### src/rtl/core_pkg.sv
// core_pkg: shared register-file write-port types and helpers for the commit unit.
package core_pkg;
    localparam int REG_AW = 5;
    localparam int XLEN_DEFAULT = 32;
    typedef struct packed {
        logic [REG_AW-1:0] rd;
        logic [XLEN_DEFAULT-1:0] data;
    } wb_entry_t;
    function automatic logic [31:0] rd_onehot(input logic [REG_AW-1:0] rd);
        return 32'd1 << rd;
    endfunction
endpackage

### src/rtl/wb_fifo.sv
// wb_fifo: DEPTH-entry FIFO holding long-latency unit results until the write port is free.
module wb_fifo
    import core_pkg::*;
#(
    parameter int W     = $bits(wb_entry_t),
    parameter int DEPTH = 4
) (
    input  logic         clk,
    input  logic         rst_n,
    input  logic         push,
    input  logic         pop,
    input  logic [W-1:0] din,
    output logic [W-1:0] dout,
    output logic         full,
    output logic         empty
);
    localparam int AW = $clog2(DEPTH);
    logic [W-1:0] mem [DEPTH];
    logic [AW-1:0] wp, rp;
    logic [AW:0] cnt;
    logic do_push, do_pop;
    assign full    = cnt == (AW+1)'(DEPTH);
    assign empty   = cnt == '0;
    assign do_push = push & ~full;
    assign do_pop  = pop & ~empty;
    assign dout    = mem[rp];
    // DEPTH is a power of two, so the pointers wrap naturally
    always_ff @(posedge clk or negedge rst_n) begin
        if (!rst_n) begin
            wp  <= '0;
            rp  <= '0;
            cnt <= '0;
        end else begin
            wp  <= do_push ? wp + 1'b1 : wp;
            rp  <= do_pop ? rp + 1'b1 : rp;
            cnt <= cnt + (AW+1)'(do_push) - (AW+1)'(do_pop);
        end
    end
    always_ff @(posedge clk) begin
        if (do_push) mem[wp] <= din;
    end
endmodule

### src/rtl/wb_commit_unit.sv
// wb_commit_unit: merges WB-pipe and buffered LU results onto the register-file write port,
// tracks pending long-latency writes and raises the decode hazard stall. Option: WB_BYPASS_EN.
module wb_commit_unit
    import core_pkg::*;
#(
    parameter int XLEN       = XLEN_DEFAULT,
    parameter int DEPTH      = 4,
    parameter int STARVE_MAX = 8
) (
    input  logic              clk,
    input  logic              rst_n,
    input  logic              pipe_valid,
    input  logic [4:0]        pipe_rd,
    input  logic [XLEN-1:0]   pipe_data,
    output logic              pipe_hold,
    input  logic              lu_valid,
    output logic              lu_ready,
    input  logic [4:0]        lu_rd,
    input  logic [XLEN-1:0]   lu_data,
    input  logic              iss_valid,
    input  logic [4:0]        iss_rd,
    output logic              iss_ready,
    input  logic [4:0]        dec_rs1,
    input  logic [4:0]        dec_rs2,
    input  logic [4:0]        dec_rd,
    output logic              hazard_stall,
`ifdef WB_BYPASS_EN
    output logic              fwd_rs1_hit,
    output logic              fwd_rs2_hit,
    output logic [XLEN-1:0]   fwd_data_rs1,
    output logic [XLEN-1:0]   fwd_data_rs2,
`endif
    output logic              ru_wr,
    output logic [4:0]        ru_rd,
    output logic [XLEN-1:0]   ru_data_wr
);
    localparam int EW = REG_AW + XLEN;
    localparam int CW = $clog2(STARVE_MAX + 1);
    logic pipe_win, pop, push, full, empty, pend_hit;
    logic [EW-1:0] head;
    logic [REG_AW-1:0] head_rd;
    logic [XLEN-1:0] head_data;
    logic [31:0] pending, pend_set, pend_clr;
    logic [CW-1:0] starve_cnt;
    wb_fifo #(.W(EW), .DEPTH(DEPTH)) u_fifo (
        .clk  (clk),
        .rst_n(rst_n),
        .push (push),
        .pop  (pop),
        .din  ({lu_rd, lu_data}),
        .dout (head),
        .full (full),
        .empty(empty)
    );
    assign {head_rd, head_data} = head;
    // rd==0 results never reach the port: pipe ones lose arbitration, LU ones are dropped
    assign pipe_win  = pipe_valid & (pipe_rd != '0);
    assign pop       = ~pipe_win & ~empty;
    assign push      = lu_valid & ~full & (lu_rd != '0);
    assign lu_ready  = ~full;
    assign pipe_hold = starve_cnt >= CW'(STARVE_MAX);
    assign iss_ready = ~pending[iss_rd];
    assign pend_set  = (iss_valid & iss_ready & (iss_rd != '0)) ? rd_onehot(iss_rd) : '0;
    assign pend_clr  = pop ? rd_onehot(head_rd) : '0;
    assign pend_hit  = pending[dec_rs1] | pending[dec_rs2] | pending[dec_rd];
`ifdef WB_BYPASS_EN
    assign fwd_rs1_hit  = ru_wr & (ru_rd == dec_rs1) & (dec_rs1 != '0);
    assign fwd_rs2_hit  = ru_wr & (ru_rd == dec_rs2) & (dec_rs2 != '0);
    assign fwd_data_rs1 = ru_data_wr;
    assign fwd_data_rs2 = ru_data_wr;
    assign hazard_stall = pend_hit;
`else
    // without forwarding, a read of the register being written this cycle must wait
    assign hazard_stall = pend_hit | (ru_wr & (ru_rd != '0) & ((ru_rd == dec_rs1) | (ru_rd == dec_rs2)));
`endif
    always_ff @(posedge clk or negedge rst_n) begin
        if (!rst_n) begin
            pending    <= '0;
            starve_cnt <= '0;
            ru_wr      <= 1'b0;
            ru_rd      <= '0;
            ru_data_wr <= '0;
        end else begin
            pending    <= ((pending & ~pend_clr) | pend_set) & ~32'd1;
            starve_cnt <= pop ? '0 : (!empty && !pipe_hold) ? starve_cnt + 1'b1 : starve_cnt;
            ru_wr      <= pipe_win | pop;
            ru_rd      <= pipe_win ? pipe_rd : pop ? head_rd : ru_rd;
            ru_data_wr <= pipe_win ? pipe_data : pop ? head_data : ru_data_wr;
        end
    end
endmodule

### config.mk
export PLATFORM = sky130hd
export DESIGN_NAME = wb_commit_unit
export DESIGN_NICKNAME = d
export VERILOG_FILES = /design/src/rtl/core_pkg.sv /design/src/rtl/wb_fifo.sv /design/src/rtl/wb_commit_unit.sv
export SDC_FILE = /design/constraint.sdc
export NUM_CORES = 1
export LEC_CHECK = 0
export CAP_MARGIN = 30
export CORE_MARGIN = 1.5
export CORE_UTILIZATION = 45
export DETAILED_ROUTE_END_ITERATION = 6
export HOLD_SLACK_MARGIN = 0.05
export PLACE_DENSITY = 0.79
export REMOVE_ABC_BUFFERS = 1
export SKIP_CTS_REPAIR_TIMING = 1
export SYNTH_ARGS = -nofsm -noshare
export SYNTH_HDL_FRONTEND = slang
export SYNTH_SLANG_ARGS = --single-unit
export TNS_END_PERCENT = 20
### constraint.sdc
create_clock -name clk -period 4.8 [get_ports clk]
set_input_delay 1.2 -clock clk [delete_from_list [all_inputs] [get_ports clk]]
set_output_delay 1.2 -clock clk [all_outputs]
set_load 0.01 [all_outputs]
# Word level (Yosys, flattened, before mapping)
# Memories as Yosys holds them, arrays and structs flattened.
# Index checks and enable logic that the tools add are counted.
[op_classes]
n_eq_ne = 3
n_shift = 2
order_cmp = 5
n_reduce_logical = 10
mux = 18
n_addsub = 5
bitwise = 22
[ops]
columns = ["operator", "count"]
rows = [
  ["two-way mux 32 bit", 4],
  ["<< shifter 1 x 5 -> 32 bit, first input constant", 2],
  ["AND 32 bit", 1],
  ["NOT 32 bit", 1],
  ["bitwise OR 32 bit", 1],
  ["< comparator 5 x 6 -> 1 bit, second input constant", 4],
  ["binary-select mux 1 bit (select 5 bit)", 4],
  ["nonzero test 5 bit", 4],
  ["AND 1 bit", 10],
  ["== test 5 bit", 2],
  ["two-way mux 5 bit", 2],
  ["two-way mux 4 bit", 2],
  ["two-way mux 1 bit", 6],
  ["bitwise OR 1 bit", 5],
  ["adder 2 x 1 -> 2 bit, second input constant", 2],
  ["adder 4 x 1 -> 4 bit, second input constant", 1],
  ["greater-or-equal comparator 4 bit, second input constant", 1],
  ["NOT 1 bit", 4],
  ["nonzero test 2 bit", 2],
  ["adder 3 x 1 -> 3 bit", 1],
  ["== test 3 bit, second input constant", 1],
  ["zero test 3 bit", 1],
  ["subtractor 3 x 1 -> 3 bit", 1],
  ["zero test 1 bit", 2],
  ["logical AND 1 bit", 1],
]
[word_totals]
register_bits = 80
elab_cells = 74
n_memories = 1
mem_bits_rw = 148
output_inout_bits = 42
in_bits = 99
[memory_table]
columns = ["name", "depth", "width", "rd", "rd_ports_with_merged_regs", "write_ports", "line_no", "rtl"]
rows = [
  ["u_fifo.mem", 4, 37, 1, 0, 1, "wb_fifo.sv:18", "logic [W-1:0] mem [DEPTH];"],
]

# Longest topological paths before layout
# Gate-level depths: netlist of the first run.
[logic_depth]
word_depth = 8
mapped_depth = 9
mapped_depth_nobuf = 9

# By module
# A second synthesis of the first run with hierarchy kept.
[unflattened]
hier_cells = 676
hier_area_um2 = 10304.9
[modules_own_cells]
columns = ["module", "seq_area_each_um2", "area_per_inst_um2", "cells_per_inst", "n_inst"]
rows = [
  ["wb_fifo", 4619.4, 5800.6, 235, 1],
  ["wb_commit_unit", 1826.8, 4504.3, 441, 1],
]

# Worst setup path before layout of the first run
# OpenSTA, ideal clock, no wires.
[synth_timing]
kind = "in2out"
startpoint = "input port dec_rs1[0]"
endpoint = "output port hazard_stall"
cell_stages = 6
required_ns = 3.600
arrival_time_ns = 3.129
n_path_buf = 1
path_slack_ns = 0.471
path_cell_list = "buf_2 -> mux4_2 -> nand3_1 -> nand4_1 -> or4_1 -> or4_1"
[synth_between]
elab_chain_cells = 5
elab_cells_between_ends = 8
cone_classes = "eq/ne (1); mux (2); bitwise (5)"
[synth_lines]
columns = ["element", "line_no", "rtl"]
rows = [
  ["start: declaration", "wb_commit_unit.sv:23", "input logic [4:0] dec_rs1,"],
  ["binary-select mux 1 bit (select 5 bit)", "wb_commit_unit.sv:65", "assign pend_hit = pending[dec_rs1] | pending[dec_rs2] | pending[dec_rd];"],
  ["two-way mux 1 bit (not written as such)", "wb_commit_unit.sv:65", ""],
  ["bitwise OR 1 bit (2 in series)", "wb_commit_unit.sv:65", ""],
  ["bitwise OR 1 bit (*)", "wb_commit_unit.sv:74", "assign hazard_stall = pend_hit | (ru_wr & (ru_rd != '0) & ((ru_rd == dec_rs1) | (ru_rd == dec_rs2)));"],
  ["end: declaration", "wb_commit_unit.sv:26", "output logic hazard_stall,"],
]
# Mark *: on every way between the ends. The rest lies on a longest branch, timed or not. The select of a mux whose other input is x is not followed.

# Final worst setup path of the first run
[layout_timing]
startpoint = "input port iss_rd[0]"
endpoint = "output port iss_ready"
[layout_between]
elab_chain_cells = 3
[layout_lines]
columns = ["element", "line_no", "rtl"]
rows = [
  ["start: declaration", "wb_commit_unit.sv:21", "input logic [4:0] iss_rd,"],
  ["binary-select mux 1 bit (select 5 bit)", "wb_commit_unit.sv:62", "assign iss_ready = ~pending[iss_rd];"],
  ["two-way mux 1 bit (not written as such)", "wb_commit_unit.sv:62", ""],
  ["NOT 1 bit", "wb_commit_unit.sv:62", ""],
  ["end: declaration", "wb_commit_unit.sv:22", "output logic iss_ready,"],
]
# Every way passes these cells. The select of a mux whose other input is x is not followed.

==> metrics.yaml, run 1 <==
final_cells: 1169
routed_via_density: 5.83
ys_ff_latch: 228
antenna_found_initial: 1
hold_class: "reg2reg"
final_max_slew_viol_count: 0
vdd_ir_drop_max_mv: 0.325
yosys_warnings: 0
rows: 54
grt_overflow_total: 0
fin_crit_ns: 4.71
finalClockSkew_ns: 0.0133
rsz0062_at_grt: "no"
path_common_cell: "clkdlybuf4s50_1"
avgSynthCellArea_um2: 14.3
maxCapViolCount: 0
place_inst: 1128
p_switching_mw: 2.33
setup_viol_count_final: 0
fmax_ghz: 0.212
critPathTopFamily: "buffers and inverters"
clkLatencyLatePin_ns: 0.50
p_comb_share_pct: 32.9
worstPathRequired_ns: 3.60
cp.arrival_ns: 3.51
tritoncts: "yes"
clk_pin_slew_ns: 0.06
synth_top_family_by_area: "multiplexers"
synth-edff-count: 148
placed_area_mm2: 0.0121
fin_tns_setup_ns: 0
p_sw_share_pct: 32.2
drt-wirelength-per-cell_um: 20.6
worstPathCellList: "clkdlybuf4s50_1 > buf_12 > mux4_2 > mux2_2 > o22ai_2 > a21oi_1 > inv_1 > clkdlybuf4s50_1"
cp_slowest_stage_delay_ns: 0.53
final_common_cell: "edfxtp_1"
status: "finished clean"
pin_count: 141
syn_area_mm2: 0.0102
slew_headroom_pct: 55.2
timing.final.crit_share_pct: 98.1
portBuffers: 140
power_mw: 7.22
syn_to_final_growth_pct: 25.8
clock-sinks: 228
grt_usage_pct: 20.7
final_cell_mix: "edfxtp_1, clkdlybuf4s50_1, nand2_1"
p_int_mw: 4.89
synth_ff_type: "edfxtp_1"
diodes: 0
synthXorXnorAreaFrac_pct: 1.28
cp-start-kind: "primary input"
die_h_um: 154
drive_above_1_share_pct: 17.9
start_util_pct: 46.4
htreeDepth: 1
place_congestion: 0.944
nFillCells: 1714
initialDrtViolationCount: 562
syn-instance-count: 716
yosys.area_share.simple_pct: 9.29
clockBufferDepth: 3
critPathBufInv: 4
finalInstanceArea_mm2: 0.0129
grt_pass1_vias: 6884
cts_buffers: 22
final-hold-violation-count: 0
path_class: "in2out"
synth_cell_types: 49
cp_slowest_cell: "clkdlybuf4s50_1"
end_kind: "primary output"
ant_nets: 0
chipWidth_um: 154
drcViolationCount: 0
cts_root_buf: "clkbuf_16"
grt_max_degree: 49
clkPwrFrac_pct: 24.3
dpl.hpwl_um: 16100
synthAdderAreaFrac_pct: 1.17
ys_seq_area_share_pct: 63.0
synth_compound_area_share_pct: 7.10
seqPwrFrac_pct: 42.8
critPathMaxFanout: 14
tightestPinTransition_ns: 0.672
core_area_mm2: 0.0220
p_leak_nw: 4.72
die_area_mm2: 0.0236
vias: 6819
wl_um: 24100
grt_pass1_wl_um: 38200
drt_pass1_iterations: 5
async_flop_share_pct: 35.1
finalNetCount: 981
p_per_area_mw_per_mm2: 562
synthMuxAreaShare_pct: 15.8
## synth_stat cells, types with 3 or more instances
library cell	count	area [um^2]
a21oi_1	8	40.0
a31oi_1	36	225
and2_1	4	25.0
buf_1	4	15.0
buf_2	9	45.0
clkbuf_1	26	97.6
dfrtp_1	80	2000
edfxtp_1	148	4440
ha_1	8	100
inv_1	14	52.6
mux2_2	7	78.8
mux2i_1	11	110
mux4_2	61	1370
nand2_1	86	323
nand2b_1	8	50.1
nand3_1	8	40.0
nand3b_1	3	22.5
nand4_1	14	87.6
nand4b_1	4	35.0
nor2_1	45	169
nor2b_1	5	31.3
nor3_1	6	30.0
nor3b_1	3	22.5
o21ai_0	64	320
o21ai_1	4	20.0
o31ai_1	3	22.5
or2_2	4	25.0
or4_1	4	30.0
xnor2_1	4	35.0
xor2_1	11	96.3
## sequential cells by signal, summed over array words and instances (netlist names)
signal      flops
pending        31
u_fifo.wp       2
ru_rd           5
u_fifo.mem    148
ru_data_wr     32
starve_cnt      4
u_fifo.cnt      3
ru_wr           1
u_fifo.rp       2
## metrics by stage
stage | utilization [%] | worst slack (ns) | hold slack [ns]
after floorplan | - | -0.493 | 0.450
after global placement | 54.9 | -0.449 | 0.477
after detailed placement | 54.9 | -0.489 | 0.490
after CTS | 58.3 | -0.493 | 0.498
after global routing | 58.4 | 0.00632 | 0.532
final | 58.4 | 0.0925 | 0.515
## power groups by stage
| stage | combinational, mW | clock (mW) | sequential, mW |
|---|---|---|---|
| detailed placement | 2.40 | 0 | 3.11 |
| floorplan | 1.37 | 0 | 3.09 |
| CTS | 2.41 | 1.79 | 3.08 |
| global placement | 2.34 | 0 | 3.08 |
| finish | 2.37 | 1.76 | 3.09 |
| global route | 2.59 | 1.87 | 3.14 |
## worst paths after layout
path,from,to,slack [ns],cells after the start
setup / recovery,iss_rd[0],iss_ready,0.09,8
hold / removal,starve_cnt[2]$_DFFE_PN0P_,starve_cnt[2]$_DFFE_PN0P_,0.51,1
setup reg to reg,u_fifo.rp[1]$_DFFE_PN0P_,pending[1]$_DFF_PN0_,2.44,6
hold reg to reg,starve_cnt[2]$_DFFE_PN0P_,starve_cnt[2]$_DFFE_PN0P_,0.51,1
max in group asynchronous,rst_n,pending[20]$_DFF_PN0_,3.17,2
min in group asynchronous,rst_n,ru_data_wr[31]$_DFFE_PN0P_,0.73,1
## kinds of logic (layout without fill, tap and decap cells)
group | Yosys count | in the layout
simple gates | 200 | 200
xor+xnor | 15 | 15
mux | 81 | 81
compound gates | 127 | 127
buf+inv | 56 | 229
fa+ha+maj | 9 | 9
flops | 228 | 228
## layer usage
metal  track usage (%)  vias to the layer above  part of all wire, %
li1                  -                     3052                    -
met1              27.0                     3397                   40
met2              34.7                      307                   49
met3              4.26                       63                  8.6
met4              6.89                        0                  2.9
met5                 0                        -                    0
## area by class of cell
class	instances	area, um^2	area share (%)
Clock buffer	30	642	4.99
Tap cell	280	350	2.72
Multi-Input combinational cell	432	3570	27.8
Sequential cell	228	6450	50.1
Clock inverter	10	106	0.827
Inverter	14	52.6	0.409
Timing Repair Buffer	175	1690	13.1
Note: power is estimated with default switching activity, not from simulation.
==> inputs of run 2 (changes only) <==
--- a/config.mk
+++ b/config.mk
@@ -7,10 +7,10 @@
 export LEC_CHECK = 0
 export CAP_MARGIN = 30
 export CORE_MARGIN = 1.5
-export CORE_UTILIZATION = 45
+export CORE_UTILIZATION = 47
 export DETAILED_ROUTE_END_ITERATION = 6
 export HOLD_SLACK_MARGIN = 0.05
-export PLACE_DENSITY = 0.79
+export PLACE_DENSITY = 0.81
 export REMOVE_ABC_BUFFERS = 1
 export SKIP_CTS_REPAIR_TIMING = 1
 export SYNTH_ARGS = -nofsm -noshare
==> metrics.yaml, run 2 (synthesis results as in run 1) <==
p_leak_nw: 4.74  # +0.36%
tightestPinTransition_ns: 0.966  # +0.294 ns
wl_um: 24900  # +3.7%
critPathMaxFanout: 14  # unchanged
seqPwrFrac_pct: 43.9  # +1.1 points
power_mw: 7.29  # +0.88%
cts_buffers: 22  # unchanged
final_common_cell: "edfxtp_1"
portBuffers: 140  # unchanged
grt_overflow_total: 0  # unchanged
rows: 53  # -1.9%
start_util_pct: 48.3  # +1.9 points
final_max_slew_viol_count: 0  # unchanged
p_switching_mw: 2.36  # +1.2%
r2r_end: "pending[1]$_DFF_PN0_"
path_common_cell: "clkdlybuf4s50_1"
regMostFlops: "u_fifo.mem"
grt_pass1_vias: 7141  # +3.7%
timing.final.crit_share_pct: 98.8  # +0.75 points
critPathTopFamily: "buffers and inverters"
tritoncts: "yes"
cp-start-kind: "primary input"
hold_class: "reg2reg"
die_area_mm2: 0.0226  # -4.2%
top_regs: "u_fifo.mem: 148 flops, ru_data_wr: 32 flops, pending: 31 flops"
drive_above_1_share_pct: 17.8  # -0.092 points
min_path_cells: 2  # +1
worstPathRequired_ns: 3.60  # about the same
utilization_pct: 60.9  # +2.5 points
htreeDepth: 1  # unchanged
setup_ws_ns: 0.0564  # -0.0362 ns
cp.arrival_ns: 3.54  # +0.03 ns
nFillCells: 1580  # -7.8%
chipWidth_um: 150  # -2.1%
pin_count: 141  # unchanged
path_class: "in2out"
grt_max_degree: 65  # +33%
final-hold-violation-count: 0  # unchanged
fin_tns_setup_ns: 0  # unchanged
place_congestion: 0.934  # -1.1%
hold_start: "ru_data_wr[14]$_DFFE_PN0P_"
finalNetCount: 980  # -0.10%
drcViolationCount: 0  # unchanged
clock-sinks: 228  # unchanged
initialDrtViolationCount: 567  # +0.89%
rrSetupSlack_ns: 2.14  # -0.30 ns
final_cells: 1163  # -0.51%
holdPathEnd: "ru_data_wr[14]$_DFFE_PN0P_"
dpl.hpwl_um: 16600  # +2.9%
clk_pin_slew_ns: 0.06  # about the same
drt-wirelength-per-cell_um: 21.4  # +4.2%
p_sw_share_pct: 32.3  # +0.10 points
critPathBufInv: 4  # unchanged
cp_slowest_stage_delay_ns: 0.53  # about the same
syn_to_final_growth_pct: 26.0
vias: 6804  # -0.22%
end_kind: "primary output"
largest_reg_flops: 148  # unchanged
place_inst: 1121  # -0.62%
clockBufferDepth: 3  # unchanged
rsz0062_at_grt: "yes"
diodes: 0  # unchanged
ant_nets: 0  # unchanged
clkLatencyLatePin_ns: 0.50  # about the same
worstPathCellList: "clkdlybuf4s50_1 > buf_12 > mux4_2 > mux2_2 > o22ai_2 > a21oi_1 > inv_1 > clkdlybuf4s50_1"
rr_worst_depth: 5  # -1
vdd_ir_drop_max_mv: 0.436  # +34%
place_ws_ns: -0.534  # -0.0454 ns
grt_pass1_wl_um: 39300  # +2.8%
drt_pass1_iterations: 5  # unchanged
die_h_um: 150  # -2.1%
finalClockSkew_ns: 0.0107  # -0.00255 ns
grt_usage_pct: 22.8  # +2.2 points
final_cell_mix: "edfxtp_1, clkdlybuf4s50_1, nand2_1"
cp_slowest_cell: "clkdlybuf4s50_1"
routed_via_density: 5.85  # +0.29%
core_area_mm2: 0.0212  # -4.0%
reg2reg_from: "u_fifo.rp[1]$_DFFE_PN0P_"
antenna_found_initial: 1  # unchanged
cts_root_buf: "clkbuf_16"
status: "finished clean"
fmax_ghz: 0.211  # -0.76%
slew_headroom_pct: 35.6  # -20 points
fin_crit_ns: 4.74  # +0.0361 ns
setup_viol_count_final: 0  # unchanged
clkPwrFrac_pct: 24.5  # +0.2 points
p_comb_share_pct: 31.6  # -1.3 points
p_per_area_mw_per_mm2: 566  # +0.71%
p_int_mw: 4.93  # +0.73%
maxCapViolCount: 0  # unchanged
run 2: through the flow:
step,hold slack (ns),instance area [um^2]
after floorplan,0.450,10000
after global placement,0.477,12100
after detailed placement,0.534,12100
after CTS,0.542,12800
after global routing,0.565,12900
final,0.543,12900
run 2: per-layer routing:
metal | vias to the layer above | track usage, % | routed length [um]
li1 | 3058 | - | -
met1 | 3389 | 30.0 | 10000
met2 | 302 | 38.7 | 12300
met3 | 55 | 4.36 | 2020
met4 | 0 | 6.91 | 622
met5 | - | 0 | 0
run 2: cell type report:
type / count / area, um^2 / area share, %
Sequential cell: 228 / 6450 / 50.1
Multi-Input combinational cell: 432 / 3580 / 27.8
Clock inverter: 13 / 139 / 1.08
Clock buffer: 27 / 621 / 4.82
Inverter: 14 / 52.6 / 0.408
Tap cell: 275 / 344 / 2.67
Timing Repair Buffer: 174 / 1700 / 13.2
run 2: worst reg2reg max path: stages (launching register included):
cell,delay [ns]
dfrtp_2,1.00
mux4_2,0.52
or2_2,0.37
or2_2,0.33
o21ai_0,0.19
o21ai_0,0.13
run 2: how the worst max path moves through the flow:
stage                from              endpoint  slack (ns)  cells past startpoint
2_1_floorplan  pipe_rd[2]  pending[4]$_DFF_PN0_       -0.49                      5
3_3_place_gp    dec_rd[0]          hazard_stall       -0.54                      7
3_5_place_dp    dec_rd[0]          hazard_stall       -0.53                      7
4_1_cts         dec_rd[0]          hazard_stall       -0.54                      7
5_1_grt         dec_rd[2]          hazard_stall       -0.04                      8
6_report        iss_rd[0]             iss_ready        0.06                      8
run 2: power groups by stage:
stage	Clock, mW	Combinational, mW	Sequential [mW]
6_report	1.79	2.31	3.20
5_1_grt	1.89	2.53	3.25
4_1_cts	1.81	2.32	3.19
3_5_place_dp	0	2.30	3.22
3_3_place_gp	0	2.24	3.19
2_1_floorplan	0	1.37	3.09
==> edit (config.mk and constraints of run 2) <==
Build with the macro `WB_BYPASS_EN` defined.
--- a/src/rtl/wb_commit_unit.sv
+++ b/src/rtl/wb_commit_unit.sv
@@ -1,4 +1,6 @@
 // wb_commit_unit: merges WB-pipe and buffered LU results onto the register-file write port,
 // tracks pending long-latency writes and raises the decode hazard stall. Option: WB_BYPASS_EN.
+`define WB_BYPASS_EN
+
 module wb_commit_unit
     import core_pkg::*;
Check against the original RTL (old outputs only; new: fwd_data_rs1, fwd_data_rs2, fwd_rs1_hit and fwd_rs2_hit): not equivalent (a bounded check fails within 4 cycles, from zero or initial values and one cycle with rst_n low).
==> edit against run 2 <==
  * Worst setup slack gained 17 ps
  * Synthesized area grew 5.0%
  * Wire length grew 0.95%
  * Sequential cell count is the same
  * Hold slack lost 24 ps
  * Final cell count grew 4.5%
  * Critical path type unchanged
  * Total power grew 6.3%
  * Critical path depth is the same
  * Non-clock buffer count grew 56
  * Count of clock-buffer cells in the layout shrank 3
  * Design area grew 4.0%
==> edit: results (changes against run 2) <==
- Number of nets at the end of the flow: 1024 (+4.5%)
- Weighted congestion at the end of routability-driven global placement: 0.9479 (+1.5%)
- Critical path fanouts, max: 16 (+2)
- Wire length reported by the detailed router: 25180 µm (+0.95%)
- Sequential fraction of the synthesis area: 60.04% (-3.0 points)
- Ranking of synthesized cells by area: sky130_fd_sc_hd__edfxtp_1, sky130_fd_sc_hd__dfrtp_1, sky130_fd_sc_hd__mux4_2, sky130_fd_sc_hd__buf_4, sky130_fd_sc_hd__nand2_1
- Wire length of the first global-routing pass: 39630 µm (+0.88%)
- Setup clock skew after layout: 9.275 ps (-1.450 ps)
- Leakage component of the power: 4.880 nW (+3.1%)
- R2R Path Start: u_fifo.rp[0]$_DFFE_PN0P_
- Via count of the first global-routing pass: 7171 (+0.42%)
- Yosys synthesis warning count: 0 (unchanged)
- Post-Syn Area per Cell: 13.96 µm² (-2.2%)
- Final setup violation count: 0 (unchanged)
- Min-Delay Startpoint: starve_cnt[2]$_DFFE_PN0P_
- Outcome: finished clean
- Critical Path AT: 3530 ps (about the same)
- Post-synthesis cell type count: 50 (+2.0%)
- Total clock buffers created by CTS: 21 (-4.5%)
- Fraction of layout instances using a drive strength above 1: 15.59% (-2.2 points)
- Routed len/inst: 20.72 µm (-3.4%)
- Initial antenna violation count: 0 (-1)
- Number of DRC violations after detailed-routing iteration 0: 460 (-19%)
- Relative slew slack: 34.95% (-0.63 points)
- # fillers: 1724 (+9.1%)
- HPWL Detailed: 17280 µm (+4.2%)
- Port Buffers: 206 (+47%)
- Aggregate global-route resource usage: 21.33% (-1.5 points)
- Most frequent cells after synthesis: sky130_fd_sc_hd__edfxtp_1, sky130_fd_sc_hd__nand2_1, sky130_fd_sc_hd__dfrtp_1, sky130_fd_sc_hd__buf_4, sky130_fd_sc_hd__mux4_2
- Worst vdd rail ir drop: 0.3015 mV (-31%)
- Maximum number of pins on one net before global-route repair: 49 (-25%)
- Vias per inst: 5.770 (-1.4%)
==> edit: cell count changes in the layout (fill, tap and decap cells not counted), sizes merged, moves of 5 or more <==
cell,delta
buf,-10
clkdlybuf4s50,+71
mux2i,+9
nor2,-6
o21ai,-5
==> edit: power breakdown <==
group          switching (W)  internal [W]
sequential          0.000549       0.00266
clock               0.000695      0.000968
combinational        0.00132       0.00156
==> edit: cells by family (layout without fill, tap and decap cells) <==
family                   after synthesis  after routing  share of synthesized area [%]
AO/OA/AOI/OAI                        120            120                          6.759
XOR/XNOR                              13             13                          1.060
flip-flops                           228            228                          60.04
AND/OR/NAND/NOR                      187            187                          7.983
buffers and inverters                119            280                          6.701
multiplexers                          93             93                          16.34
adder cells (fa/ha/maj)                9              9                          1.119
==> edit: routing by layer <==
layer  up-vias  part of all wire, %  track usage [%]
li1       3125                    -                -
met1      3546                   40            27.28
met2       290                   50            37.43
met3        50                  7.3            4.228
met4         0                  2.2            5.270
met5         -                    0                0
==> edit: critical path: stages <==
cell                              delay (ps)
sky130_fd_sc_hd__clkdlybuf4s50_1         510
sky130_fd_sc_hd__buf_12                  160
sky130_fd_sc_hd__mux4_2                  490
sky130_fd_sc_hd__or2_1                   250
sky130_fd_sc_hd__a31oi_4                 210
sky130_fd_sc_hd__a21oi_2                  90
sky130_fd_sc_hd__inv_1                    80
sky130_fd_sc_hd__clkdlybuf4s50_1         530
==> edit: final timing paths <==
kind                                                 to  slack (ps)  cells after the start
max reg2reg                        pending[4]$_DFF_PN0_        2140                      6
max                                           iss_ready          70                      8
min reg2reg                   starve_cnt[2]$_DFFE_PN0P_         520                      1
min in group asynchronous  fwd_data_rs1[27]$_DFFE_PN0P_         720                      1
min                           starve_cnt[2]$_DFFE_PN0P_         520                      1
max in group asynchronous      u_fifo.rp[1]$_DFFE_PN0P_        3140                      2
==> edit: area by class of cell <==
type | count | area share (%)
Multi-Input combinational cell | 422 | 26.80
Sequential cell | 228 | 48.14
Timing Repair Buffer | 230 | 16.93
Clock inverter | 13 | 1.102
Inverter | 13 | 0.3643
Clock buffer | 24 | 4.007
Tap cell | 285 | 2.662
==> edit: stage by stage <==
step           setup slack [ps]  total power [W]  cell area (µm²)  hold slack, ps  setup TNS [ps]
6_report                  73.27         0.007749            13400           519.0               0
5_1_grt                  -3.368         0.008164            13400           531.4          -3.368
4_1_cts                   53.58         0.007804            13370           521.1               0
3_5_place_dp              58.32         0.006116            12690           489.1               0
3_3_place_gp              95.73         0.006028            12690           481.4               0
2_1_floorplan             700.1         0.004646            10070           450.2               0
